$ cat config.mk
export PLATFORM = sky130hd
export DESIGN_NAME = modulo_counter
export DESIGN_NICKNAME = d
export VERILOG_FILES = /design/src/rtl/counter_pkg.sv /design/src/rtl/modulo_step.sv /design/src/rtl/modulo_counter.sv
export SDC_FILE = /design/constraint.sdc
export NUM_CORES = 1
export LEC_CHECK = 0
export ABC_AREA = 0
export CORE_MARGIN = 10
export CORE_UTILIZATION = 36
export DETAILED_ROUTE_END_ITERATION = 10
export SYNTH_ARGS = -nofsm -noshare
export SYNTH_HDL_FRONTEND = slang
export SYNTH_SLANG_ARGS = --single-unit
export TNS_END_PERCENT = 100
$ cat constraint.sdc
create_clock -name clk -period 3.6 [get_ports clk]
set_input_delay 0.72 -clock clk [delete_from_list [all_inputs] [get_ports clk]]
set_output_delay 0.72 -clock clk [all_outputs]
set_load 0.01 [all_outputs]
$ cat src/rtl/counter_pkg.sv
// Shared types and elaboration helpers for the modulo counter family.
package counter_pkg;

  typedef enum logic [0:0] {
    CNT_WRAP = 1'b0,
    CNT_SAT  = 1'b1
  } count_mode_e;

  // Legal range is 2 <= modulus <= 2**width; width bounded so the limit fits a longint.
  function automatic bit legal_modulus(input int width, input int modulus);
    longint lim;
    if ((width < 32'sd1) || (width > 32'sd62)) begin
      return 1'b0;
    end else begin
      lim = 64'sd1 <<< width;
      return (longint'(modulus) >= 64'sd2) && (longint'(modulus) <= lim);
    end
  endfunction

endpackage

$ cat src/rtl/modulo_step.sv
// Combinational next-count computation for modulo_counter: load clamping and
// boundary handling, evaluated in WIDTH+1 bits so MODULUS == 2**WIDTH is exact.
module modulo_step
  import counter_pkg::*;
#(
  parameter int          WIDTH   = 10,
  parameter int          MODULUS = 1000,
  parameter count_mode_e MODE    = CNT_WRAP
) (
  input  logic [WIDTH-1:0] count,
  input  logic             up,
  input  logic             load,
  input  logic [WIDTH-1:0] load_val,
  output logic [WIDTH-1:0] next_count,
  output logic             wrap_evt,
  output logic             clamp_evt
);

  localparam logic [WIDTH:0]   MAX_EXT  = (WIDTH+1)'(MODULUS - 1);
  localparam logic [WIDTH-1:0] MAX_VAL  = WIDTH'(MODULUS - 1);
  localparam logic [WIDTH:0]   ONE_EXT  = {{WIDTH{1'b0}}, 1'b1};
  localparam logic [WIDTH:0]   ZERO_EXT = {(WIDTH+1){1'b0}};

  logic [WIDTH:0] count_ext_s;
  logic [WIDTH:0] load_ext_s;

  assign count_ext_s = {1'b0, count};
  assign load_ext_s  = {1'b0, load_val};

  // Select load value, step, wrap or clamp; event flags are raw and unqualified by en.
  always_comb begin
    next_count = count;
    wrap_evt   = 1'b0;
    clamp_evt  = 1'b0;
    if (load) begin
      if (load_ext_s > MAX_EXT) begin
        next_count = MAX_VAL;
        clamp_evt  = 1'b1;
      end else begin
        next_count = load_val;
      end
    end else if (up) begin
      if (count_ext_s >= MAX_EXT) begin
        wrap_evt   = 1'b1;
        next_count = (MODE == CNT_SAT) ? MAX_VAL : {WIDTH{1'b0}};
      end else begin
        next_count = WIDTH'(count_ext_s + ONE_EXT);
      end
    end else begin
      if (count_ext_s == ZERO_EXT) begin
        wrap_evt   = 1'b1;
        next_count = (MODE == CNT_SAT) ? {WIDTH{1'b0}} : MAX_VAL;
      end else begin
        next_count = WIDTH'(count_ext_s - ONE_EXT);
      end
    end
  end

endmodule

$ cat src/rtl/modulo_counter.sv
// Up/down modulo counter with wrap or saturate behaviour, load clamping and
// registered status flags; all state lives here, next-value math in modulo_step.
module modulo_counter
  import counter_pkg::*;
#(
  parameter int          WIDTH   = 10,
  parameter int          MODULUS = 1000,
  parameter count_mode_e MODE    = CNT_WRAP
) (
  input  logic             clk,
  input  logic             rst_n,
  input  logic             en,
  input  logic             up,
  input  logic             clr,
  input  logic             load,
  input  logic [WIDTH-1:0] load_val,
  output logic [WIDTH-1:0] count,
  output logic             tc,
  output logic             wrap,
  output logic             ovf,
  output logic             load_err
);

  localparam logic [WIDTH-1:0] MAX_VAL = WIDTH'(MODULUS - 1);

  if (!legal_modulus(WIDTH, MODULUS)) begin : g_bad_modulus
    $error("modulo_counter: MODULUS %0d illegal for WIDTH %0d", MODULUS, WIDTH);
  end

  logic [WIDTH-1:0] count_r, step_next_s, next_count_s;
  logic             tc_r, wrap_r, ovf_r, load_err_r;
  logic             next_tc_s, next_wrap_s, next_ovf_s, next_load_err_s;
  logic             wrap_evt_s, clamp_evt_s;

  modulo_step #(
    .WIDTH   (WIDTH),
    .MODULUS (MODULUS),
    .MODE    (MODE)
  ) u_step (
    .count      (count_r),
    .up         (up),
    .load       (load),
    .load_val   (load_val),
    .next_count (step_next_s),
    .wrap_evt   (wrap_evt_s),
    .clamp_evt  (clamp_evt_s)
  );

  // Priority clr > load > en > hold; pulses default low, ovf accumulates until clr.
  always_comb begin
    next_count_s    = count_r;
    next_wrap_s     = 1'b0;
    next_load_err_s = 1'b0;
    next_ovf_s      = ovf_r;
    if (clr) begin
      next_count_s = {WIDTH{1'b0}};
      next_ovf_s   = 1'b0;
    end else if (load) begin
      next_count_s    = step_next_s;
      next_load_err_s = clamp_evt_s;
      next_ovf_s      = ovf_r | clamp_evt_s;
    end else if (en) begin
      next_count_s = step_next_s;
      next_wrap_s  = wrap_evt_s;
      next_ovf_s   = ovf_r | wrap_evt_s;
    end else begin
      next_count_s = count_r;
    end
    next_tc_s = up ? (next_count_s == MAX_VAL) : (next_count_s == {WIDTH{1'b0}});
  end

  // State and flag registers; async reset discards any in-flight event.
  always_ff @(posedge clk or negedge rst_n) begin
    if (!rst_n) begin
      count_r    <= {WIDTH{1'b0}};
      tc_r       <= 1'b0;
      wrap_r     <= 1'b0;
      ovf_r      <= 1'b0;
      load_err_r <= 1'b0;
    end else begin
      count_r    <= next_count_s;
      tc_r       <= next_tc_s;
      wrap_r     <= next_wrap_s;
      ovf_r      <= next_ovf_s;
      load_err_r <= next_load_err_s;
    end
  end

  assign count    = count_r;
  assign tc       = tc_r;
  assign wrap     = wrap_r;
  assign ovf      = ovf_r;
  assign load_err = load_err_r;

endmodule

==> implementation parameters, run 1 <==
Parameter                              Value

Status
  Run status    completed

Layout
  Synth-to-Final Area Change    26.9%
  Number of nets in the layout    207
  Final instance count without filler cells    233
  Proportion of layout cells with a drive suffix above 1    11.2%
  Inserted Diodes    0

Logic synthesis
  Unique masters post-synth    50
  Instance count of the mapped netlist    162
  Sequential-to-total area share from yosys stat    27.3%
  Syn avg cell area    7.92 um2
  Seq cells post-synth    14
  Summed instance area of the synthesized netlist    1280 um2
  Most instantiated flip-flop cell in the synthesis netlist    sky130_fd_sc_hd__dfrtp_1
  Syn nets    180
  Share of flip-flops with an asynchronous set or reset    100%
  EDFF count, synth    0
  Synth Warn #    0

STA
  Post-layout worst setup margin    642 ps
  Setup repair after global routing missed its margin    no
  Final count of negative-setup-slack endpoints    0
  Crit path time final    2960 ps
  Actual slew at the worst max-slew pin    669 ps
  Highest Clock Rate    338 MHz
  Post-route clock period utilization    82.2%
  Normalized max-slew margin    54.8%
  Post-Route Setup TNS    0 ps
  Count of pins over their slew limit    0
  Largest clock skew in the final design    0.799 ps
  Count of final hold-check violations    0

Setup path
  Worst path required time    3790 ps
  Crit Path Class    primary input to flop
  Arrival @ worst endpoint    3140 ps
  Biggest fanout along the worst timing path    3
  Category of the worst setup path launch point    primary input
  Critical Path End Type    flop

Die
  Standard cell core area    3390 um2
  Die footprint    6350 um2
  I/O pin cnt    30
  Standard-cell row count    21
  Starting utilization of the core area    37.8%
  Vertical die dimension    79.7 um
  Die W    79.7 um

Place
  Post-DP HPWL    3.26 mm
  Last weighted congestion value of the routability-driven placer    0.921
  Worst slack after detailed placement    383 ps
  Count of buffers from port buffering    29
  Number of placed cells counting well taps    230

Clock tree
  TritonCTS clock tree    built
  Clk pin slew, worst setup/hold paths    80 ps
  Number of gates resized after CTS    0
  Clock tree buffer depth    2
  Worst skew pair latency    270 ps
  H-tree depth    1
  Sink count of the clock tree    14
  Clock buffer count from CTS    3
  Post-CTS Hold Buffers    0
  Number of buffers inserted by post-CTS setup repair    0
  Root buf cell    sky130_fd_sc_hd__clkbuf_4

Pwr
  Sequential fraction of design power    42.8%
  Part of the total power dissipated in the clock network    19.3%
  Part of the power in combinational logic    37.9%
  Cell-internal power    0.283 mW
  Power density over the cells    272 nW/um2
  Leakage component of the power    0.624 nW
  Switching component of the power    0.159 mW
  Net switching share of the total power    36.0%
  Peak supply drop    0.000160 V

Route
  Via count    1,432
  Via density per instance    6.15
  Average wire per cell in the routed design    18.3 um
  Total Wirelength    4.26 mm
  First-pass iteration count of the detailed router    4
  Antenna-violating nets left    0
  # DRC    0
  DRT iter0 DRCs    252

Global route
  Via count of the first global-routing pass    1,392
  Maximum number of pins on one net before global-route repair    16
  Global-route wire length before repair    7.18 mm
  GRT Residual Overflow    0
  Antenna violations before repair    0
  Overall fraction of global-route tracks in use    13.7%

Hold path
  Worst hold path type    flop to flop

Job
  Count of maximum capacitance violations    0
==> final cells by class <==
cell class,count,area (um2)
Timing Repair Buffer,34,328
Inverter,13,48.8
Sequential cell,14,350
Tap cell,46,57.6
Fill cell,326,1760
Multi-Input combinational cell,123,821
Clock buffer,3,22.5
==> layer usage <==
layer  global-route usage, %  share of wire, %  vias to the layer above  routed length, um
met5                       0                 0                        -                  0
met1                    18.0                43                      673               1850
met4                    4.84               1.9                        0                 83
met2                    21.4                46                       69               1960
met3                    2.82               8.6                       10                365
li1                        -                 -                      680                  -
==> power groups by stage <==
stage          combinational (mW)  sequential, mW  clock, mW
3_3_place_gp                0.165           0.192          0
5_1_grt                     0.185           0.192     0.0942
6_report                    0.168           0.189     0.0856
4_1_cts                     0.166           0.189     0.0872
3_5_place_dp                0.166           0.192          0
2_1_floorplan               0.102           0.186          0
==> cell families (layout without fill, tap and decap cells) <==
group | count (synthesis) | in the layout | share of synthesized area (%)
buffers and inverters | 25 | 50 | 8.68
adder cells (fa/ha/maj) | 2 | 2 | 1.95
AO/OA/AOI/OAI | 53 | 53 | 29.8
multiplexers | 2 | 2 | 1.66
flip-flops | 14 | 14 | 27.3
AND/OR/NAND/NOR | 66 | 66 | 30.6
==> registers in the layout, indices dropped and copies added, names as in the netlist <==
register and cells:
count 10, wrap 1, ovf 1, load_err 1, tc 1
==> stage by stage <==
step                      utilization [%]  instance area, um2  total power [mW]  hold WS (ps)
after global routing                 48.0                1630             0.471           579
after detailed placement             47.4                1610             0.358           496
after CTS                            48.0                1630             0.442           518
after floorplan                         -                1280             0.288           424
after global placement               47.4                1610             0.357           488
final                                48.0                1630             0.443           506
==> synth_stat cells (3+ instances only) <==
library cell	number	area share [%]
sky130_fd_sc_hd__a21oi_1	10	3.9
sky130_fd_sc_hd__and3_1	3	1.5
sky130_fd_sc_hd__clkbuf_1	8	2.3
sky130_fd_sc_hd__dfrtp_1	14	27
sky130_fd_sc_hd__inv_1	13	3.8
sky130_fd_sc_hd__nand2_1	8	2.3
sky130_fd_sc_hd__nand3_1	6	2.3
sky130_fd_sc_hd__nand4_1	6	2.9
sky130_fd_sc_hd__nor2_1	11	3.2
sky130_fd_sc_hd__nor3_1	9	3.5
sky130_fd_sc_hd__nor3b_1	3	1.8
sky130_fd_sc_hd__o21ai_0	11	4.3
sky130_fd_sc_hd__o32ai_1	3	2.0
sky130_fd_sc_hd__or3_1	4	2.0
sky130_fd_sc_hd__or4_1	5	2.9
==> cell usage in the layout (no fill, tap or decap), types with 3 or more instances in the layout <==
cell type / netlist / final
sky130_fd_sc_hd__a21oi_1: 10 / 10
sky130_fd_sc_hd__and3_1: 3 / 3
sky130_fd_sc_hd__buf_4: 0 / 5
sky130_fd_sc_hd__clkbuf_4: 0 / 3
sky130_fd_sc_hd__clkdlybuf4s50_1: 0 / 29
sky130_fd_sc_hd__dfrtp_1: 14 / 14
sky130_fd_sc_hd__inv_1: 13 / 13
sky130_fd_sc_hd__nand2_1: 8 / 8
sky130_fd_sc_hd__nand3_1: 6 / 6
sky130_fd_sc_hd__nand4_1: 6 / 6
sky130_fd_sc_hd__nor2_1: 11 / 11
sky130_fd_sc_hd__nor3_1: 9 / 9
sky130_fd_sc_hd__nor3b_1: 3 / 3
sky130_fd_sc_hd__o21ai_0: 11 / 11
sky130_fd_sc_hd__o32ai_1: 3 / 3
sky130_fd_sc_hd__or3_1: 4 / 4
sky130_fd_sc_hd__or4_1: 5 / 5
==> critical path, stage by stage <==
cell	delay [ps]
sky130_fd_sc_hd__clkdlybuf4s50_1	480
sky130_fd_sc_hd__or4b_2	570
sky130_fd_sc_hd__or4_1	410
sky130_fd_sc_hd__nand3_1	110
sky130_fd_sc_hd__o21ai_0	150
sky130_fd_sc_hd__nor4_2	300
sky130_fd_sc_hd__nand4_1	140
sky130_fd_sc_hd__a211oi_2	250
==> worst paths after layout <==
kind                          start  slack, ps        to  cells after the start
max in group asynchronous     rst_n       2370  count[2]                      1
hold reg to reg                 ovf        510       ovf                      2
min in group asynchronous     rst_n        830  count[5]                      1
hold / removal                  ovf        510       ovf                      2
setup / recovery                 en        640        tc                      8
setup reg to reg           count[0]        780        tc                      8
Power figures use the tool's default switching activity.
==> inputs of run 2 (changes only) <==
Clock period 3.6 ns to 2.8 ns, I/O delays scaled along.
==> implementation parameters, run 2 (synthesis results as in run 1) <==
Parameter                              Value

Global route
  GRT Residual Overflow    0 (unchanged)
  Antenna violations before repair    0 (unchanged)
  Via count of the first global-routing pass    1,434 (was 1,392)
  Maximum number of pins on one net before global-route repair    16 (unchanged)
  Global-route wire length before repair    7.18 mm (unchanged)
  Overall fraction of global-route tracks in use    13.8% (was 13.7%)

Layout
  Non-Filler Cell Area, Final    1800 um2 (was 1630 um2)
  Most common cell after layout, fill and taps aside    sky130_fd_sc_hd__clkdlybuf4s50_1 (unchanged)
  Inserted Diodes    0 (unchanged)
  Number of nets in the layout    226 (was 207)
  Flip-flop count of the largest register, all copies and words added    10 (unchanged)
  Leading cell types in the layout, fill and taps excluded    28 x sky130_fd_sc_hd__clkdlybuf4s50_1, 23 x sky130_fd_sc_hd__buf_4, 13 x sky130_fd_sc_hd__inv_1, 13 x sky130_fd_sc_hd__dfrtp_1, 11 x sky130_fd_sc_hd__nor2_1 (was 29 x sky130_fd_sc_hd__clkdlybuf4s50_1, 14 x sky130_fd_sc_hd__dfrtp_1, 13 x sky130_fd_sc_hd__inv_1, 11 x sky130_fd_sc_hd__o21ai_0, 11 x sky130_fd_sc_hd__nor2_1)
  Synth-to-Final Area Change    40.3% (was 26.9%)
  Proportion of layout cells with a drive suffix above 1    20.8% (was 11.2%)

Clock tree
  Root buf cell    sky130_fd_sc_hd__clkbuf_4 (unchanged)
  Number of buffers inserted by post-CTS setup repair    0 (unchanged)
  Clock buffer count from CTS    3 (unchanged)
  H-tree depth    1 (unchanged)
  Clock tree buffer depth    2 (unchanged)
  TritonCTS clock tree    built (unchanged)
  Post-CTS Hold Buffers    0 (unchanged)
  Clk pin slew, worst setup/hold paths    80 ps (about the same)
  Number of gates resized after CTS    0 (unchanged)
  Sink count of the clock tree    14 (unchanged)
  Worst skew pair latency    280 ps (was 270 ps)

STA
  Setup repair after global routing missed its margin    no (unchanged)
  Actual slew at the worst max-slew pin    654 ps (was 669 ps)
  Count of final hold-check violations    0 (unchanged)
  Post-route clock period utilization    95.4%
  Final hold slack    521 ps (was 506 ps)
  Count of pins over their slew limit    0 (unchanged)
  Final count of negative-setup-slack endpoints    0 (unchanged)
  Normalized max-slew margin    55.8% (was 54.8%)
  Highest Clock Rate    374 MHz
  Crit path time final    2670 ps
  Largest clock skew in the final design    3.75 ps (was 0.799 ps)
  Post-layout worst setup margin    128 ps (was 642 ps)

Pwr
  Power density over the cells    353 nW/um2 (was 272 nW/um2)
  Net switching share of the total power    34.2% (was 36.0%)
  Sequential fraction of design power    36.3% (was 42.8%)
  Switching component of the power    0.217 mW (was 0.159 mW)
  Peak supply drop    0.000263 V (was 0.000160 V)
  Leakage component of the power    0.734 nW (was 0.624 nW)
  Cell-internal power    0.419 mW (was 0.283 mW)
  Part of the power in combinational logic    41.0% (was 37.9%)
  Total chip power    0.636 mW (was 0.443 mW)
  Part of the total power dissipated in the clock network    22.7% (was 19.3%)

Route
  Via density per instance    6.04 (was 6.15)
  First-pass iteration count of the detailed router    5 (was 4)
  Antenna-violating nets left    0 (unchanged)
  Total Wirelength    4.40 mm (was 4.26 mm)
  Via count    1,529 (was 1,432)
  DRT iter0 DRCs    220 (was 252)
  # DRC    0 (unchanged)
  Average wire per cell in the routed design    17.4 um (was 18.3 um)

Place
  Post-DP HPWL    3.47 mm (was 3.26 mm)
  Count of buffers from port buffering    29 (unchanged)
  Worst slack after detailed placement    -212 ps (was 383 ps)
  Last weighted congestion value of the routability-driven placer    0.962 (was 0.921)
  Post-Place Cell Area    1750 um2 (was 1610 um2)

Setup path
  Category of the worst setup path launch point    primary input (unchanged)
  Critical Path End Type    flop (unchanged)
  Number of cells on the worst reg-to-reg path    7 (was 8)
  Crit Path Class    primary input to flop (unchanged)
  Worst flop-to-flop path startpoint    count[8] (was count[0])
  Biggest fanout along the worst timing path    15 (was 3)
  Worst reg-to-reg setup slack    180 ps (was 780 ps)
  Reg2Reg Capture Point    tc (unchanged)
  Arrival @ worst endpoint    2880 ps (was 3140 ps)
  Worst path required time    3000 ps (was 3790 ps)

Die
  Vertical die dimension    79.7 um (unchanged)
  Die footprint    6350 um2 (unchanged)
  Starting utilization of the core area    37.8% (unchanged)
  Die W    79.7 um (unchanged)
  Standard-cell row count    21 (unchanged)
  Standard cell core area    3390 um2 (unchanged)
  I/O pin cnt    30 (unchanged)

Hold path
  Critical hold path startpoint    ovf (unchanged)
  Cell depth of the worst min-delay path    2 (unchanged)
  End point of the worst hold path    ovf (unchanged)
  Worst hold path type    flop to flop (unchanged)

Status
  Run status    completed (unchanged)

Job
  Count of maximum capacitance violations    0 (unchanged)
run 2: worst max path at each step:
| stage | startpoint | to | slack (ps) | cells past startpoint |
|---|---|---|---|---|
| 3_3_place_gp | en | tc | -190 | 8 |
| 5_1_grt | load | tc | 40 | 8 |
| 6_report | up | tc | 130 | 9 |
| 2_1_floorplan | count[0] | tc | 240 | 8 |
| 3_5_place_dp | en | tc | -210 | 8 |
| 4_1_cts | en | tc | 90 | 8 |
run 2: per-stage QoR:
stage | TNS (ps) | cells | utilization [%]
final | 0 | 253 | 53.1
after global routing | 0 | 253 | 53.1
after CTS | 0 | 253 | 52.6
after detailed placement | -212 | 249 | 51.6
after global placement | -189 | 249 | 51.6
after floorplan | 0 | 162 | -
run 2: worst max-delay path, cell delays in order:
cell	delay [ps]
sky130_fd_sc_hd__clkdlybuf4s50_1	420
sky130_fd_sc_hd__buf_4	200
sky130_fd_sc_hd__or4b_2	620
sky130_fd_sc_hd__o32ai_1	190
sky130_fd_sc_hd__o21ai_0	130
sky130_fd_sc_hd__o21a_1	190
sky130_fd_sc_hd__and2_1	170
sky130_fd_sc_hd__nand4b_1	200
sky130_fd_sc_hd__a211oi_2	190
run 2: power by group through the flow:
stage | registers [mW] | clock network (mW) | logic (mW)
after detailed placement | 0.234 | 0 | 0.256
final | 0.231 | 0.144 | 0.261
after global routing | 0.233 | 0.157 | 0.284
after CTS | 0.230 | 0.147 | 0.257
after global placement | 0.234 | 0 | 0.255
after floorplan | 0.239 | 0 | 0.131
run 2: cell type report:
class | instances | area [um2]
clock buffers | 4 | 36.3
fillers | 323 | 1590
inverters | 13 | 48.8
multi-input cells | 123 | 828
flip-flops and latches | 14 | 352
well taps | 46 | 57.6
repair buffers | 53 | 477
run 2: metal layers:
| metal | part of all wire, % | GRT usage, % | wire [um] | vias up |
|---|---|---|---|---|
| li1 | - | - | - | 721 |
| met1 | 43 | 18.2 | 1890 | 726 |
| met2 | 48 | 22.6 | 2130 | 76 |
| met3 | 7.8 | 2.48 | 343 | 6 |
| met4 | 0.93 | 3.05 | 41 | 0 |
| met5 | 0 | 0 | 0 | - |
